### config.mk
export PLATFORM = sky130hd
export DESIGN_NAME = stdout_fifo_flat
export DESIGN_NICKNAME = d
export VERILOG_FILES = /design/src/rtl/stdout_fifo_pkg.sv /design/src/rtl/stdout_fifo_if.sv /design/src/rtl/stdout_fifo_sync_fifo.sv /design/src/rtl/stdout_fifo.sv /design/src/flat_wrapper.sv
export SDC_FILE = /design/constraint.sdc
export NUM_CORES = 1
export LEC_CHECK = 0
export ABC_AREA = 1
export CAP_MARGIN = 20
export CELL_PAD_IN_SITES_DETAIL_PLACEMENT = 1
export CELL_PAD_IN_SITES_GLOBAL_PLACEMENT = 2
export CORE_MARGIN = 2
export CORE_UTILIZATION = 35
export DETAILED_ROUTE_END_ITERATION = 10
export GPL_ROUTABILITY_DRIVEN = 0
export PLACE_DENSITY_LB_ADDON = 0.1
export SLEW_MARGIN = 15
export SYNTH_ARGS = -nofsm -noshare
export SYNTH_HDL_FRONTEND = slang
export SYNTH_SLANG_ARGS = --single-unit
export TNS_END_PERCENT = 10
### constraint.sdc
create_clock -name clk -period 2.2 [get_ports clk]
set_input_delay 0.44 -clock clk [delete_from_list [all_inputs] [get_ports clk]]
set_output_delay 0.44 -clock clk [all_outputs]
set_load 0.01 [all_outputs]
### src/rtl/stdout_fifo_pkg.sv
// Shared types for the stdout byte buffer.
// Holds the transmit state encoding and default depth.
package stdout_fifo_pkg;

    localparam int DEFAULT_DEPTH = 16;

    typedef enum logic [1:0] {
        IDLE  = 2'd0,
        START = 2'd1,
        BUSY  = 2'd2
    } tx_state_t;

endpackage

### src/rtl/stdout_fifo_if.sv
// Start/ready handshake between the stdout buffer and uart_tx.
// master drives the byte and start; slave answers with ready.
interface stdout_fifo_if;

    logic [7:0] uart_data;
    logic       uart_start;
    logic       uart_ready;

    modport master (
        output uart_data,
        output uart_start,
        input  uart_ready
    );

    modport slave (
        input  uart_data,
        input  uart_start,
        output uart_ready
    );

endinterface

### src/rtl/stdout_fifo_sync_fifo.sv
// Single-clock byte FIFO with registered pop data.
// Pushes while full are dropped and latch a sticky overflow.
module sync_fifo
    import stdout_fifo_pkg::*;
#(
    parameter  int DEPTH = DEFAULT_DEPTH,
    localparam int AW    = $clog2(DEPTH)
) (
    input  logic          clk,
    input  logic          reset,
    input  logic          push,
    input  logic [7:0]    din,
    input  logic          pop,
    output logic [7:0]    dout,
    output logic          full,
    output logic          empty,
    output logic [AW:0]   count,
    output logic          overflow
);

    localparam logic [AW:0] FULL_CNT = (AW+1)'(DEPTH);

    logic [7:0]    mem [DEPTH];
    logic [AW-1:0] wptr;
    logic [AW-1:0] rptr;
    logic [AW:0]   count_n;
    logic          wr_ok;
    logic          rd_ok;

    assign full  = (count == FULL_CNT);
    assign empty = (count == '0);
    assign wr_ok = push & ~full;
    assign rd_ok = pop & ~empty;

    always_comb begin
        count_n = count;
        if (wr_ok && !rd_ok)
            count_n = count + 1'b1;
        else if (!wr_ok && rd_ok)
            count_n = count - 1'b1;
    end

    always_ff @(posedge clk) begin
        if (reset) begin
            wptr     <= '0;
            rptr     <= '0;
            count    <= '0;
            overflow <= 1'b0;
            dout     <= '0;
        end else begin
            count <= count_n;
            if (wr_ok)
                wptr <= wptr + 1'b1;
            if (push && full)
                overflow <= 1'b1;
            if (rd_ok) begin
                dout <= mem[rptr];
                rptr <= rptr + 1'b1;
            end
        end
    end

    // Storage needs no reset; pointers define what is valid.
    always_ff @(posedge clk) begin
        if (wr_ok)
            mem[wptr] <= din;
    end

endmodule

### src/rtl/stdout_fifo.sv
// Buffers proc stdout bytes and meters them into uart_tx.
// Rising stdout_en pushes one byte; a small FSM pops and hands off.
module stdout_fifo
    import stdout_fifo_pkg::*;
#(
    parameter  int DEPTH = DEFAULT_DEPTH,
    localparam int AW    = $clog2(DEPTH)
) (
    input  logic          clk,
    input  logic          reset,
    input  logic [7:0]    stdout,
    input  logic          stdout_en,
    output logic          full,
    output logic          empty,
    output logic [AW:0]   count,
    output logic          overflow,
    stdout_fifo_if.master uart
);

    tx_state_t  state;
    tx_state_t  state_n;
    logic       en_q;
    logic       push;
    logic       pop;
    logic [7:0] pop_data;

    assign push = stdout_en & ~en_q;

    sync_fifo #(
        .DEPTH (DEPTH)
    ) u_fifo (
        .clk      (clk),
        .reset    (reset),
        .push     (push),
        .din      (stdout),
        .pop      (pop),
        .dout     (pop_data),
        .full     (full),
        .empty    (empty),
        .count    (count),
        .overflow (overflow)
    );

    always_ff @(posedge clk) begin
        if (reset) begin
            en_q  <= 1'b0;
            state <= IDLE;
        end else begin
            en_q  <= stdout_en;
            state <= state_n;
        end
    end

    // Pop only on IDLE->START so uart_data stays put until the next byte.
    always_comb begin
        state_n = state;
        pop     = 1'b0;
        unique case (state)
            IDLE: begin
                if (!empty && uart.uart_ready) begin
                    state_n = START;
                    pop     = 1'b1;
                end
            end
            START: begin
                if (!uart.uart_ready)
                    state_n = BUSY;
            end
            BUSY: begin
                if (uart.uart_ready)
                    state_n = IDLE;
            end
            default: state_n = IDLE;
        endcase
    end

    assign uart.uart_start = (state == START);
    assign uart.uart_data  = pop_data;

endmodule

### src/flat_wrapper.sv
// flat-port wrapper written by rule: the top's interface ports become plain ports
module stdout_fifo_flat import stdout_fifo_pkg::*;
#(
    parameter  int DEPTH = DEFAULT_DEPTH,
    localparam int AW    = $clog2(DEPTH)
)
  (clk, reset, stdout, stdout_en, full, empty, count, overflow, uart_uart_data, uart_uart_start, uart_uart_ready);
  stdout_fifo_if uart_i ();
  input  logic clk;
  input  logic reset;
  input  logic [7:0] stdout;
  input  logic stdout_en;
  output logic full;
  output logic empty;
  output logic [AW:0] count;
  output logic overflow;
  output wire logic [$bits(uart_i.uart_data)-1:0] uart_uart_data;
  output wire logic [$bits(uart_i.uart_start)-1:0] uart_uart_start;
  input wire logic [$bits(uart_i.uart_ready)-1:0] uart_uart_ready;
  assign uart_uart_data = uart_i.uart_data;
  assign uart_uart_start = uart_i.uart_start;
  assign uart_i.uart_ready = uart_uart_ready;
  stdout_fifo #(.DEPTH(DEPTH)) u_core (.clk(clk), .reset(reset), .stdout(stdout), .stdout_en(stdout_en), .full(full), .empty(empty), .count(count), .overflow(overflow), .uart(uart_i));
endmodule
Word-level counts from Yosys, hierarchy flattened
Memory sizes are Yosys's and may differ from the RTL's. A register that Yosys moved wholly into a read port is not among the register bits.
Index checks and enable logic that the tools add are counted.
Storage, ports and cells
  register bits: 17
  bits in writable memories: 128
  input bits: 12
  memories: 1
Cells by class
  $add $sub $neg: 4
  eq/ne operators: 6
  mux-type cells: 10
  bitwise gates (word level): 6
  reductions and logical operators: 11
Memory list
  u_core.u_fifo.mem: words 16, width 8, rd ports 1, clocked after memory_dff 1, wr ports 1, line stdout_fifo_sync_fifo.sv:23  | logic [7:0] mem [DEPTH];
Operators by type and width (number)
  5-bit two-way mux: 2
  4-bit by 1-bit adder with 4-bit output (second input constant): 2
  2-bit two-way mux: 3
  2-bit one-hot mux with 3 select lines: 1
  5-bit by 1-bit adder with 5-bit output (second input constant): 1
  5-bit equality test (second input constant): 1
  5-bit zero test: 1
  5-bit by 1-bit subtractor with 5-bit output (second input constant): 1
  1-bit logical AND: 4
  1-bit two-way mux: 4
  2-bit inequality test (second input constant): 2
  1-bit AND: 3
  1-bit zero test: 3
  1-bit NOT: 3
  3-bit AND reduction: 1
  2-bit by 1-bit equality test with 1-bit output (second input constant): 1
  2-bit equality test (second input constant): 1
  2-bit zero test: 1
  2-bit by 1-bit inequality test with 1-bit output (second input constant): 1
  2-bit nonzero test: 1

Logic depth before layout (Yosys ltp)
Gate-level depths: netlist of run 1.
  depth after elaboration: 9
  depth in mapped cells: 12
  depth with buffers taken out: 12

By module
Synthesis of run 1 repeated with hierarchy kept, for this count alone.
Unflattened totals
  cell total of the unflattened synthesis: 686
  area total of the unflattened synthesis: 6691.4 um^2
Modules (own cells, without submodules)
  sync_fifo: times used 1, cells an instance 667, area each 6556.3 um^2
  stdout_fifo: times used 1, cells an instance 19, area each 135.1 um^2

Worst setup path after synthesis of run 1
Ideal clock, no wire load.
  kind: register to register
  start point: reg u_core.u_fifo.count[1]
  end point: reg u_core.u_fifo.count[3]
  data arrival time: 2005 ps
  data required time: 2085 ps
  setup slack: 80 ps
  cell stages (with the launch flop): 13
  buffers on the path: 0
  clock period less this slack: 2120 ps
  cells stage by stage: dfxtp_1 inv_1 nand4_1 nand2_1 inv_1 ha_1 inv_1 ha_1 a21oi_1 nand2_1 xor2_1 o21ai_0 inv_1
On the way
  elaborated cells on any way between the ends: 19
RTL lines
  from (decl): line stdout_fifo_sync_fifo.sv:17  | output logic [AW:0] count,
  from (signal assigned): line stdout_fifo_sync_fifo.sv:51  | count <= count_n;
  5-bit equality test *: line stdout_fifo_sync_fifo.sv:30  | assign full = (count == FULL_CNT);
  1-bit NOT *: line stdout_fifo_sync_fifo.sv:32  | assign wr_ok = push & ~full;
  1-bit AND *: line stdout_fifo_sync_fifo.sv:32
  net u_core.u_fifo.wr_ok: line stdout_fifo_sync_fifo.sv:27  | logic wr_ok;
  1-bit zero test: line stdout_fifo_sync_fifo.sv:39  | else if (!wr_ok && rd_ok)
  1-bit logical AND: line stdout_fifo_sync_fifo.sv:39
  2-bit nonzero test (no line)
Mark *: on every way through the listed nets, which the timed path passes. The rest lies on a longest branch. The select of a mux whose other input is x is not followed.
A chain may end at the register's enable or synchronous reset.

Final worst setup path of run 1
  start point: in stdout_en
  end point: reg u_core.u_fifo.count[4]
On the way
  longest elaborated chain between the ends: 5
  elaborated cells on any way between the ends: 7
Ends and longest elaborated chain
  from (decl): line flat_wrapper.sv:12  | input logic stdout_en;
  1-bit AND *: line stdout_fifo.sv:27  | assign push = stdout_en & ~en_q;
  1-bit AND *: line stdout_fifo_sync_fifo.sv:32
  net u_core.u_fifo.wr_ok: line stdout_fifo_sync_fifo.sv:27
  1-bit zero test: line stdout_fifo_sync_fifo.sv:39
  1-bit logical AND: line stdout_fifo_sync_fifo.sv:39
  2-bit nonzero test (no line)
Mark *: on every way through the listed nets, which the timed path passes. The rest lies on a longest branch.

==> implementation parameters, run 1 <==
Parameter                              Value

Final layout
  Area growth, synth to finish ... 21.4%
  Post-layout nets ... 767
  Post-layout utilization of the core ... 43.4%
  Number of filler cells placed in the layout ... 2093
  Filler-free cell count of the finished design ... 991
  Top library cells by usage in the layout, fill and taps aside ... nand2_1, edfxtp_1, nand3_1
  Share of layout cells above drive strength 1 ... 11.8%
  Design area ... 8140 um^2
  Antenna diode count ... 0
  Most frequent standard cell in the layout excluding fill and tap cells ... nand2_1

Place
  Total of buffers placed on input and output ports ... 28
  Setup Slack @ Placement ... -0.449 ns
  Dpl cell area ... 7490 um^2
  Total half-perimeter wirelength after legalization and detailed placement ... 12000 um
  Cell count after placement ... 959

Min path
  Count of cells along the worst hold path ... 1
  Worst min-delay path startpoint ... u_core.state[1]
  Hold worst-path end ... u_core.state[1]
  Path type of the worst min-delay path ... register to register

Critical path
  Startpoint type of the worst setup path ... input port
  Crit path max fanout ... 4
  Critical path required time ... 2.56 ns
  Critical path's largest stage delay ... 0.46 ns
  Critical path, cell by cell ... clkdlybuf4s50_1 > inv_1 > nor2_1 > nand2_1 > inv_1 > ha_2 > inv_2 > ha_1 > nand2_1 > o21ai_0 > xor2_1 > nand2_1 > a21oi_1
  Cell seen most often among critical-path stages ... nand2_1
  Critical path's slowest cell ... clkdlybuf4s50_1
  Worst setup path class ... input port to register
  Reg2reg setup slack ... 0.10 ns
  Critical path buffer and inverter count ... 4
  Critical R2R Capture ... u_core.u_fifo.count[4]
  Critical path data arrival time ... 2.51 ns
  Top Family by Delay on Critical Path ... buffers and inverters
  Startpoint of the most critical register-to-register path ... u_core.u_fifo.count[1]
  Element type at the critical path end ... register
  Logic depth of the worst register-to-register path ... 11

Yosys
  Post-synth top area share ... 57.3%
  Yosys warning total ... 0
  Average size of a mapped cell ... 9.88 um^2
  Cell variety after synth ... 27
  Synthesized instance count ... 679
  Fraction of the yosys area taken by sequential cells ... 64.8%
  Synthesized cell area ... 6710 um^2
  Post-synthesis register bit count ... 153
  Net count after synthesis ... 702
  Cell type with the largest total area after synthesis ... edfxtp_1
  Leading cell types by total area after synthesis ... edfxtp_1, nand2_1, dfxtp_1, nand3_1, inv_1

Global route
  Maximum number of pins on one net before global-route repair ... 67
  Number of antenna violations at the first check in global routing ... 0
  Via count of the first global-routing pass ... 4983
  Global-route wire length before repair ... 29100 um
  Sum of overflow across all layers after global routing ... 0
  Total routing usage reported by global routing ... 19.7%

Drt
  Antenna Violating Nets Remaining ... 0
  Number of DRC markers after the initial detailed-route iteration ... 288
  Overall via count from detail_route ... 4767
  Routed wire length ... 18600 um
  First-pass DRT Iterations ... 4
  Drt via density ... 4.81
  DRC violation count after routing ... 0
  Post-DR wirelength/cell ... 18.8 um

STA
  Fmax achieved ... 466 MHz
  Final period util ... 97.5%
  Setup total negative slack ... 0 ns
  Relative slew slack ... 54.5%
  Number of max-slew violations in the final report ... 0
  Tmin final ... 2.15 ns
  Worst path setup slack after routing ... 0.0541 ns
  RSZ-0062 raised after global routing ... yes
  Slew @ Worst Pin ... 0.681 ns
  Worst slack on hold paths ... 0.477 ns
  Hold Fails Final Rpt ... 0
  Final setup violation count ... 0
  Skew final ... 0.0118 ns

Clocking
  Worst-path clk slew ... 0.06 ns
  TritonCTS Sinks ... 153
  Latest clock arrival within the worst-skew pair ... 0.42 ns
  Buffers inserted by post-CTS timing repair ... 0
  Number of buffers on the longest clock path ... 2
  Clock H-tree levels ... 4
  CTS tree ... built
  TritonCTS Buffers ... 17
  Library cell used as clock root buffer ... clkbuf_16
  Number of hold buffers added after CTS ... 0

Job
  Max-cap viol count ... 0

Power
  Total Power Consumption ... 9.34 mW
  Peak VDD IR ... 0.566 mV
  Pwr per Cell Area ... 1150 nW/um^2
  Leak Pwr ... 3.47 nW

Floorplan
  Initial standard-cell utilization of the core ... 35.7%
  Total I/O pin count ... 29
  Std cell rows ... 50
  Die width ... 142 um
  Die span in y ... 142 um
  Core region area ... 18800 um^2
  Area of the die ... 20300 um^2

Outcome
  Status ... finished clean
==> worst max path at each step <==
stage,startpoint,cells past startpoint,endpoint
6_report,stdout_en,13,u_core.u_fifo.count[4]
5_1_grt,stdout_en,13,u_core.u_fifo.count[4]
4_1_cts,u_core.u_fifo.count[0],4,empty
3_5_place_dp,stdout_en,13,u_core.u_fifo.count[4]
3_3_place_gp,stdout_en,13,u_core.u_fifo.count[3]
2_1_floorplan,u_core.u_fifo.count[1],12,u_core.u_fifo.count[3]
==> where the power goes <==
group | switching (mW) | internal (mW)
combinational | 1.73 | 1.04
clock | 1.15 | 2.00
sequential | 0.0992 | 3.31
total | 2.98 | 6.36
==> sequential cells by signal, summed over array words and instances (netlist names) <==
register	cells
u_core.en_q	1
u_core.u_fifo.wptr	4
u_core.state	2
u_core.u_fifo.mem	128
u_core.u_fifo.dout	8
u_core.u_fifo.overflow	1
u_core.u_fifo.count	5
u_core.u_fifo.rptr	4
==> layout make-up <==
class / count / area (um^2) / share of cell area [%]
flip-flops and latches: 153 / 4350 / 53.4
multi-input cells: 402 / 1840 / 22.6
repair buffers: 74 / 668 / 8.21
clock buffers: 18 / 429 / 5.27
inverters: 96 / 365 / 4.49
well taps: 234 / 293 / 3.60
clock inverters: 14 / 204 / 2.50
==> routing by layer <==
metal	part of all wire [%]	global-route usage (%)
met3	3.1	3.26
met1	47	26.8
met2	48	31.8
met5	0	0
met4	1.7	7.09
==> synth_stat cells <==
cell / instances
buf_2: 15
nor2_1: 39
a21oi_1: 15
buf_4: 7
a21oi_2: 2
inv_2: 1
buf_8: 1
nand2_2: 1
xnor2_1: 2
inv_6: 1
dfxtp_1: 25
clkinv_1: 2
or2_4: 1
fa_1: 1
buf_1: 1
xor2_1: 4
nand2_1: 220
buf_6: 1
nand3_1: 94
nand2_4: 1
o21ai_0: 9
clkbuf_1: 3
ha_1: 10
edfxtp_1: 128
nor2_4: 1
inv_1: 92
nand4_1: 2
==> repair_timing <==
action,4_1_cts,5_1_grt
pin swaps,0,3
resized for setup,1,6
setup endpoints to repair,1,5
==> cells by family (layout without fill, tap and decap cells) <==
| family | after synthesis | count (layout) | share of synthesized area (%) |
|---|---|---|---|
| flops | 153 | 153 | 64.8 |
| fa+ha+maj | 11 | 11 | 2.16 |
| compound gates | 26 | 26 | 2.05 |
| xor+xnor | 6 | 6 | 0.784 |
| buf+inv | 124 | 202 | 7.97 |
| simple gates | 359 | 359 | 22.3 |
Note: power is estimated with default switching activity, not from simulation.
==> run 2: changes to the inputs <==
SETUP_SLACK_MARGIN = 0.15   (was not set)
==> run 2 against run 1 <==
- sequential power barely moved
- flip-flop and latch count did not move
- die area did not move
- critical endpoint unchanged
- largest power group unchanged
- critical path depth fell by 3
- first-iteration DRC count fell by 15%
- register-to-register slack improved by 0.03 ns
==> implementation parameters, run 2 (synthesized netlist as in run 1, its figures left out) <==
Parameter                              Value

Clocking
  Library cell used as clock root buffer ... clkbuf_16
  TritonCTS Sinks ... 153 (unchanged)
  Latest clock arrival within the worst-skew pair ... 0.42 ns (about the same)
  Clock H-tree levels ... 4 (unchanged)
  Worst-path clk slew ... 0.06 ns (about the same)
  TritonCTS Buffers ... 17 (unchanged)
  CTS tree ... built
  Number of buffers on the longest clock path ... 2 (unchanged)
  Number of hold buffers added after CTS ... 0 (unchanged)

Critical path
  Worst setup path class ... register to register
  Crit path max fanout ... 3 (-1)
  Critical path data arrival time ... 2.41 ns (-0.10 ns)
  Startpoint type of the worst setup path ... register
  Critical path required time ... 2.54 ns (-0.02 ns)
  Element type at the critical path end ... register

Power
  Total Power Consumption ... 9.30 mW (-0.34%)
  Pwr per Cell Area ... 1140 nW/um^2 (-0.43%)
  Peak VDD IR ... 0.622 mV (+9.9%)
  Leak Pwr ... 3.45 nW (-0.61%)

Global route
  Maximum number of pins on one net before global-route repair ... 53 (-21%)
  Global-route wire length before repair ... 28400 um (-2.4%)
  Number of antenna violations at the first check in global routing ... 0 (unchanged)
  Sum of overflow across all layers after global routing ... 0 (unchanged)
  Total routing usage reported by global routing ... 19.2% (-0.44 points)
  Via count of the first global-routing pass ... 4917 (-1.3%)

Floorplan
  Initial standard-cell utilization of the core ... 35.7% (unchanged)
  Core region area ... 18800 um^2 (unchanged)
  Area of the die ... 20300 um^2 (unchanged)
  Std cell rows ... 50 (unchanged)
  Die span in y ... 142 um (unchanged)
  Die width ... 142 um (unchanged)
  Total I/O pin count ... 29 (unchanged)

Job
  Max-cap viol count ... 0 (unchanged)

Outcome
  Status ... finished clean

Drt
  First-pass DRT Iterations ... 5 (+1)
  Uppermost layer routed ... met4
  Post-DR wirelength/cell ... 18.4 um (-1.8%)
  Number of DRC markers after the initial detailed-route iteration ... 246 (-15%)
  Overall via count from detail_route ... 4717 (-1.0%)
  Drt via density ... 4.77 (-0.85%)
  DRC violation count after routing ... 0 (unchanged)
  Antenna Violating Nets Remaining ... 0 (unchanged)
  Met3 Routed Length ... 672 um (+16%)
  Met2 Routed Length ... 8820 um (-1.2%)
  Routed wire length ... 18200 um (-2.0%)
  Wire length on met1 ... 8550 um (-2.5%)

Final layout
  Filler-free cell count of the finished design ... 989 (-0.20%)
  Biggest registers after layout ... u_core.u_fifo.mem: 128 flops, u_core.u_fifo.dout: 8 flops, u_core.u_fifo.count: 5 flops
  Register with the highest flop count ... u_core.u_fifo.mem
  Most frequent standard cell in the layout excluding fill and tap cells ... nand2_1
  Share of layout cells above drive strength 1 ... 12.2% (+0.43 points)
  Antenna diode count ... 0 (unchanged)
  Largest register FFs ... 128 (unchanged)
  Post-layout nets ... 765 (-0.26%)
  Top library cells by usage in the layout, fill and taps aside ... nand2_1, edfxtp_1, nand3_1
  Post-layout utilization of the core ... 43.4% (about the same)
  Area growth, synth to finish ... 21.5% (about the same)

STA
  Number of max-slew violations in the final report ... 0 (unchanged)
  Setup total negative slack ... 0 ns (unchanged)
  Slew @ Worst Pin ... 0.716 ns (+0.0357 ns)
  Skew final ... 0.00684 ns (-0.00495 ns)
  Fmax achieved ... 482 MHz (+3.5%)
  Tmin final ... 2.07 ns (-0.0732 ns)
  Final setup violation count ... 0 (unchanged)
  Relative slew slack ... 52.1% (-2.4 points)
  Hold Fails Final Rpt ... 0 (unchanged)
  Final period util ... 94.2% (-3.3 points)
  RSZ-0062 raised after global routing ... yes
  Worst path setup slack after routing ... 0.127 ns (+0.0732 ns)

Place
  Setup Slack @ Placement ... -0.409 ns (+0.0401 ns)
  Total half-perimeter wirelength after legalization and detailed placement ... 12100 um (+0.53%)
  Total of buffers placed on input and output ports ... 28 (unchanged)
  Cell count after placement ... 957 (-0.21%)

Min path
  Path type of the worst min-delay path ... register to register
## run 2: changes by cell type in the layout (fill, tap and decap cells not counted), sizes merged
cell          previous run  this run
clkbuf                  18        28
dlymetal6s2s             2         1
clkinvlp                 1         0
inv                     94        95
dlygate4sd2              0         1
clkinv                  10         3
buf                     46        44
bufinv                   5         2
## run 2: cell type report
type | instances | area (um^2)
repair buffers | 72 | 637
inverters | 96 | 365
flip-flops and latches | 153 | 4350
clock inverters | 4 | 75.1
clock buffers | 28 | 568
fillers | 2105 | 10600
well taps | 234 | 293
multi-input cells | 402 | 1860
## run 2: repair_timing
action,CTS,global route
pin swaps,0,4
buffers inserted,0,0
gates cloned,0,0
gates resized for setup,1,11
setup endpoints to repair,4,4
## run 2: metrics by stage
step / area, um^2 / hold slack, ns
after floorplan: 6710 / 0.428
after global placement: 7470 / 0.440
after detailed placement: 7470 / 0.452
after CTS: 8110 / 0.462
after global routing: 8150 / 0.484
final: 8150 / 0.455
## run 2: worst max-delay path, cell delays in order (launching register included)
cell and delay (ns):
dfxtp_1 0.34, nor2_2 0.11, nand4_1 0.20, nand2_2 0.13, inv_2 0.06, ha_4 0.17, fa_1 0.40, o21ai_1 0.22
xor2_1 0.17, nand2_1 0.06, a21oi_1 0.14
## run 2: path summary, 6_finish.rpt
kind	end	from	slack [ns]	depth (start not counted)
worst max register to register	u_core.u_fifo.count[4]	u_core.u_fifo.count[0]	0.13	10
worst max-delay path	u_core.u_fifo.count[4]	u_core.u_fifo.count[0]	0.13	10
worst min register to register	u_core.state[1]	u_core.state[1]	0.45	1
worst min-delay path	u_core.state[1]	u_core.state[1]	0.45	1
## run 2: where the power goes
group	leakage (nW)	internal [mW]	total, mW	switching, mW
Clock	0.318	2.00	3.11	1.11
Combinational	1.77	1.04	2.77	1.73
Sequential	1.36	3.32	3.43	0.109
## run 2: metal layers
| metal | vias to the layer above | track usage (%) |
|---|---|---|
| li1 | 2326 | - |
| met1 | 2321 | 26.1 |
| met2 | 57 | 31.9 |
| met3 | 13 | 3.50 |
| met4 | 0 | 5.26 |
| met5 | - | 0 |
==> run 3: changes to the inputs <==
ABC_CLOCK_PERIOD_IN_PS = 2200   (was not set)
==> results of run 3 <==
Final layout, timing and power as in run 2 (identical DEF).
